===== config.mk =====
export PLATFORM = sky130hd
export DESIGN_NAME = viterbi_cmd_seq
export DESIGN_NICKNAME = d
export VERILOG_FILES = /design/src/rtl/viterbi_cmd_seq.sv
export SDC_FILE = /design/constraint.sdc
export NUM_CORES = 1
export LEC_CHECK = 0
export CAP_MARGIN = 20
export CORE_ASPECT_RATIO = 1.75
export CORE_MARGIN = 10
export CORE_UTILIZATION = 56
export DETAILED_ROUTE_END_ITERATION = 10
export PLACE_DENSITY = 0.84
export SLEW_MARGIN = 15
export SYNTH_ARGS = -nofsm -noshare
export SYNTH_HDL_FRONTEND = slang
export SYNTH_SLANG_ARGS = --single-unit

===== constraint.sdc =====
create_clock -name clk -period 5 [get_ports clk]
set_input_delay 1.5 -clock clk [delete_from_list [all_inputs] [get_ports clk]]
set_output_delay 1.5 -clock clk [all_outputs]
set_load 0.02 [all_outputs]

===== src/rtl/viterbi_cmd_seq.sv =====
// viterbi_cmd_seq
// Command sequencer in front of the Viterbi bus controller. Host register read/write
// commands are queued in a small FIFO, issued one at a time as a single-cycle start pulse
// with operands held stable until finish, and read results are returned over a
// valid/ready response port.
//
// Optional feature: define VIT_SEQ_TIMEOUT_EN to bound the wait for finish to
// TIMEOUT_CYCLES cycles after start; a timeout returns to idle and sets a sticky
// timeout_err. Without the macro the wait is unbounded and timeout_err is 0.
//
// Ports
//   clk, reset_all                       clock, synchronous active-high reset
//   cmd_valid/cmd_ready                  host command handshake
//   cmd_write, cmd_vit, cmd_addr, cmd_data  command fields
//   start                                one-cycle issue pulse to the controller
//   is_write, vit_num, in_addr, in_data  operands, stable from start until finish
//   finish, return_data                  controller completion and read data
//   rsp_valid/rsp_ready                  read response handshake
//   rsp_data, rsp_vit, rsp_addr          read result and its origin
//   busy                                 FIFO non-empty or operation in progress
//   timeout_err                          sticky timeout flag
module viterbi_cmd_seq #(
  parameter int unsigned FIFO_DEPTH     = 4,
  parameter int unsigned TIMEOUT_CYCLES = 16
) (
  input  logic       clk,
  input  logic       reset_all,
  input  logic       cmd_valid,
  output logic       cmd_ready,
  input  logic       cmd_write,
  input  logic       cmd_vit,
  input  logic [2:0] cmd_addr,
  input  logic [7:0] cmd_data,
  output logic       start,
  output logic       is_write,
  output logic       vit_num,
  output logic [2:0] in_addr,
  output logic [7:0] in_data,
  input  logic       finish,
  input  logic [7:0] return_data,
  output logic       rsp_valid,
  input  logic       rsp_ready,
  output logic [7:0] rsp_data,
  output logic       rsp_vit,
  output logic [2:0] rsp_addr,
  output logic       busy,
  output logic       timeout_err
);

  localparam int unsigned PtrW = (FIFO_DEPTH > 1) ? $clog2(FIFO_DEPTH) : 1;
  localparam int unsigned CntW = $clog2(FIFO_DEPTH + 1);

  if (FIFO_DEPTH < 2 || (FIFO_DEPTH & (FIFO_DEPTH - 1)) != 0) begin : gen_depth_chk
    $error("FIFO_DEPTH must be a power of two and at least 2");
  end
  if (TIMEOUT_CYCLES < 2) begin : gen_timeout_chk
    $error("TIMEOUT_CYCLES must be at least 2");
  end

  typedef struct packed {
    logic       write;
    logic       vit;
    logic [2:0] addr;
    logic [7:0] data;
  } cmd_t;

  typedef enum logic [1:0] {StIdle, StIssue, StWait, StResp} state_e;

  state_e          state_q, state_d;
  cmd_t            fifo_q [FIFO_DEPTH];
  cmd_t            fifo_d [FIFO_DEPTH];
  logic [PtrW-1:0] wr_ptr_q, wr_ptr_d;
  logic [PtrW-1:0] rd_ptr_q, rd_ptr_d;
  logic [CntW-1:0] count_q, count_d;
  cmd_t            op_q, op_d;
  logic [7:0]      rsp_data_q, rsp_data_d;
  logic            push, pop, fifo_nempty, to_hit;

  assign fifo_nempty = (count_q != '0);
  assign cmd_ready   = (count_q != CntW'(FIFO_DEPTH));
  assign push        = cmd_valid && cmd_ready;
  // Pop happens only in idle; the head moves straight into the operand registers.
  assign pop         = (state_q == StIdle) && fifo_nempty;

  always_comb begin
    fifo_d   = fifo_q;
    wr_ptr_d = wr_ptr_q;
    rd_ptr_d = rd_ptr_q;
    count_d  = count_q;
    if (push) begin
      fifo_d[wr_ptr_q] = '{write: cmd_write, vit: cmd_vit, addr: cmd_addr, data: cmd_data};
      wr_ptr_d         = wr_ptr_q + 1'b1;
    end
    if (pop) begin
      rd_ptr_d = rd_ptr_q + 1'b1;
    end
    if (push && !pop) begin
      count_d = count_q + 1'b1;
    end else if (pop && !push) begin
      count_d = count_q - 1'b1;
    end
  end

  always_comb begin
    state_d    = state_q;
    op_d       = op_q;
    rsp_data_d = rsp_data_q;
    unique case (state_q)
      StIdle: begin
        if (fifo_nempty) begin
          op_d    = fifo_q[rd_ptr_q];
          state_d = StIssue;
        end
      end
      StIssue: state_d = StWait;
      StWait: begin
        // A finish arriving on the timeout cycle still counts as a completion.
        if (finish) begin
          if (op_q.write) begin
            state_d = StIdle;
          end else begin
            rsp_data_d = return_data;
            state_d    = StResp;
          end
        end else if (to_hit) begin
          state_d = StIdle;
        end
      end
      StResp: begin
        if (rsp_ready) begin
          state_d = StIdle;
        end
      end
      default: state_d = StIdle;
    endcase
  end

  always_ff @(posedge clk) begin
    if (reset_all) begin
      state_q    <= StIdle;
      wr_ptr_q   <= '0;
      rd_ptr_q   <= '0;
      count_q    <= '0;
      op_q       <= '0;
      rsp_data_q <= '0;
    end else begin
      state_q    <= state_d;
      wr_ptr_q   <= wr_ptr_d;
      rd_ptr_q   <= rd_ptr_d;
      count_q    <= count_d;
      op_q       <= op_d;
      rsp_data_q <= rsp_data_d;
    end
  end

  // Storage needs no reset: the count alone defines which entries are live.
  always_ff @(posedge clk) begin
    fifo_q <= fifo_d;
  end

`ifdef VIT_SEQ_TIMEOUT_EN
  localparam int unsigned ToW = $clog2(TIMEOUT_CYCLES) + 1;

  logic [ToW-1:0] to_cnt_q, to_cnt_d;
  logic           terr_q, terr_d;

  // The counter is zero in the first WAIT cycle (start + 1), so reaching
  // TIMEOUT_CYCLES - 2 marks the last cycle; the flag is visible TIMEOUT_CYCLES after start.
  assign to_hit = (state_q == StWait) && !finish && (to_cnt_q == ToW'(TIMEOUT_CYCLES - 2));

  always_comb begin
    to_cnt_d = (state_q == StWait) ? to_cnt_q + 1'b1 : '0;
    terr_d   = terr_q | to_hit;
  end

  always_ff @(posedge clk) begin
    if (reset_all) begin
      to_cnt_q <= '0;
      terr_q   <= 1'b0;
    end else begin
      to_cnt_q <= to_cnt_d;
      terr_q   <= terr_d;
    end
  end

  assign timeout_err = terr_q;
`else
  assign to_hit      = 1'b0;
  assign timeout_err = 1'b0;
`endif

  assign start     = (state_q == StIssue);
  assign rsp_valid = (state_q == StResp);
  assign busy      = fifo_nempty || (state_q != StIdle);
  assign is_write  = op_q.write;
  assign vit_num   = op_q.vit;
  assign in_addr   = op_q.addr;
  assign in_data   = op_q.data;
  // Operands change only on a pop, so they still describe the read held in RESP.
  assign rsp_vit   = op_q.vit;
  assign rsp_addr  = op_q.addr;
  assign rsp_data  = rsp_data_q;

endmodule


==> flow_summary_export.csv <==
group,metric,value,unit
setup_path,cp-start-kind,"flip-flop",
power_and_ir_drop,vdd_drop_max,0.312,mV
detailed_routing,drt-vias-per-instance,5.41,
cts,ctsResizeCount,0,
cts,cts.clk_slew.worst_paths,0.08,ns
setup_path,rr_endpoint,"count_q[2]",
setup_path,crit_required,3.50,ns
floorplanning,die_y,121,um
cells_and_area,fin_area,0.00399,mm2
cts,cts_setup_buffers,0,
timing,finalHoldViolCount,0,
floorplanning,rows,36,
global_route,overflow,0,
cts,insertion_delay,0.34,ns
timing,whs,0.483,ns
min_path,min_path_type,"reg2reg",
timing,layout_min_cycle_time,3.38,ns
detailed_routing,totalWireLength,6010,um
timing,setup_tns,0,ns
place,portBuffers,54,
global_route,grt_usage,13.9,%
timing,post-route-period-util,67.6,%
job,drv_cap,0,
floorplanning,start_util,58.0,%
detailed_routing,ant_nets,0,
global_route,grt_pass1_vias,2085,
cells_and_area,fin_cells,357,
cells_and_area,mostFrequentLayoutCells,"clkdlybuf4s50_1, edfxtp_1, dfxtp_1, o21ai_0, a21oi_1",
cells_and_area,final_nets,308,
place,dp_slack,1.43,ns
logic_synthesis,syn_nets,256,
logic_synthesis,yosys.cell_types.count,32,
logic_synthesis,netlist_instances,224,
detailed_routing,wl_per_cell,16.8,um
timing,rsz0062_at_grt,"no",
place,placed_cells,341,
setup_path,critPathLaunch,"count_q[2]",
floorplanning,io_pins,56,
logic_synthesis,synth_top_area_share,47.8,%
power_and_ir_drop,leakage,1.37,nW
detailed_routing,drt_first_pass_iters,4,
logic_synthesis,yosysWarningCount,0,
timing,setup_viol,0,
cts,cts_sinks,82,
floorplanning,die_w,77.7,um
timing,clock.fmax,296,MHz
setup_path,critPathCapture,"cmd_ready",
setup_path,reg2reg_slack,2.52,ns
timing,setup_ws,1.62,ns
logic_synthesis,async_flop_share,0,%
logic_synthesis,syn_area,0.00327,mm2
cts,cts_made_buffers,9,
timing,tightest_slew,0.877,ns
logic_synthesis,synth_area_leaders,"edfxtp_1, dfxtp_1, mux4_1, mux4_2, a21oi_1",
setup_path,path_class,"reg2out",
logic_synthesis,syn_avg_cell_area,14.6,um2
setup_path,cp_max_fo,7,
logic_synthesis,yosys_register_bits,82,
cts,root_buffer,"clkbuf_8",
setup_path,r2r_cells,8,
global_route,antenna_found_initial,0,
detailed_routing,route.detailed.drc,0,
setup_path,worst_ep_arrival_time,1.88,ns
cells_and_area,n_antenna_cell,0,
logic_synthesis,post-synth-top-area-cell,"edfxtp_1",
power_and_ir_drop,power_density,517,mW/mm2
global_route,grt_max_degree,19,
setup_path,end_kind,"primary output",
place,gp_congestion,0.741,
logic_synthesis,ys_seq_area_share,66.2,%
cells_and_area,synthToLayoutAreaGrowth,22.1,%
logic_synthesis,synth_flop_cell,"edfxtp_1",
floorplanning,dieArea,0.00941,mm2
timing,final_max_slew_viol_count,0,
setup_path,reg2reg_from,"count_q[0]",
cells_and_area,layout-drive-gt1-share,9.61,%
floorplanning,core-area,0.00563,mm2
timing,timing.slew.headroom,41.5,%
global_route,grt_pass1_wl,10300,um
cts,ctsHoldBuffers,0,
timing,finClkSkew,0.00855,ns
cts,tritoncts,"built",
place,hpwlAfterDp,4170,um
detailed_routing,vias,1930,
logic_synthesis,synth-edff-count,52,
cts,clk_path_buf_depth,2,
detailed_routing,drt-initial-drc-count,204,
cts,h-tree-depth,3,
run_status,status,"completed",
place,dpl_cell_area,0.00382,mm2
cells_and_area,final_common_cell,"clkdlybuf4s50_1",
cells by family after synthesis:
family	after synthesis	share of synthesized area (%)
XOR/XNOR	2	0.536
AND/OR/NAND/NOR	49	7.70
buffers and inverters	23	4.21
other	1	0.115
multiplexers	23	12.8
adder cells (fa/ha/maj)	6	2.53
flip-flops	82	66.2
AO/OA/AOI/OAI	38	5.94
critical path, stage by stage (launching register included):
cell and delay [ns]:
dfxtp_1 0.40, nor3b_1 0.38, inv_1 0.18, clkdlybuf4s50_1 0.58
through the flow:
| step | utilization, % | power, mW |
|---|---|---|
| after global placement | 67.9 | 1.65 |
| final | 70.8 | 2.06 |
| after CTS | 70.8 | 2.08 |
| after detailed placement | 67.9 | 1.68 |
| after global routing | 70.8 | 2.20 |
| after floorplan | - | 1.44 |
synth_stat cells (2+ instances only):
cell,n
edfxtp_1,52
dfxtp_1,30
a21oi_1,18
o21ai_0,18
nand3_1,16
nor2_1,15
mux2i_1,9
mux4_2,7
buf_4,6
inv_1,6
mux4_1,6
ha_1,5
and3_1,4
buf_2,4
clkbuf_1,4
nand2_1,3
or3_1,3
nor2b_1,2
nor3b_1,2
xor2_1,2
how the worst min path moves through the flow:
stage | from | to | cells past startpoint
final | in_data[0] | in_data[0] | 2
after global routing | in_data[3] | in_data[3] | 2
after CTS | in_data[0] | in_data[0] | 2
after detailed placement | in_data[7] | in_data[7] | 2
after global placement | in_data[3] | in_data[3] | 2
after floorplan | wr_ptr_q[0] | wr_ptr_q[0] | 2
final cells by class:
type | count | area [um2]
flip-flops and latches | 82 | 2160
fillers | 393 | 1640
multi-input cells | 119 | 972
repair buffers | 58 | 571
clock buffers | 12 | 145
well taps | 76 | 95.1
inverters | 6 | 22.5
clock inverters | 4 | 18.8
report_power, final:
group,switching [mW],internal (mW),total [mW]
combinational,0.379,0.354,0.732
sequential,0.100,0.831,0.931
clock,0.209,0.190,0.400
sequential cells by signal, indices dropped and copies added, names as in the netlist:
signal and count:
count_q 3, fifo_q 52, in_addr 3, in_data 8, is_write 1, rd_ptr_q 2
rsp_data 8, rsp_vit 1, state_q 2, wr_ptr_q 2
layer usage:
layer	global-route usage, %	vias up	share of wire [%]
met5	0	-	0
met4	6.42	0	1.8
met3	4.90	6	4.9
met2	22.9	53	51
met1	15.8	935	42
li1	-	936	-
Note: power is estimated with default switching activity, not from simulation.
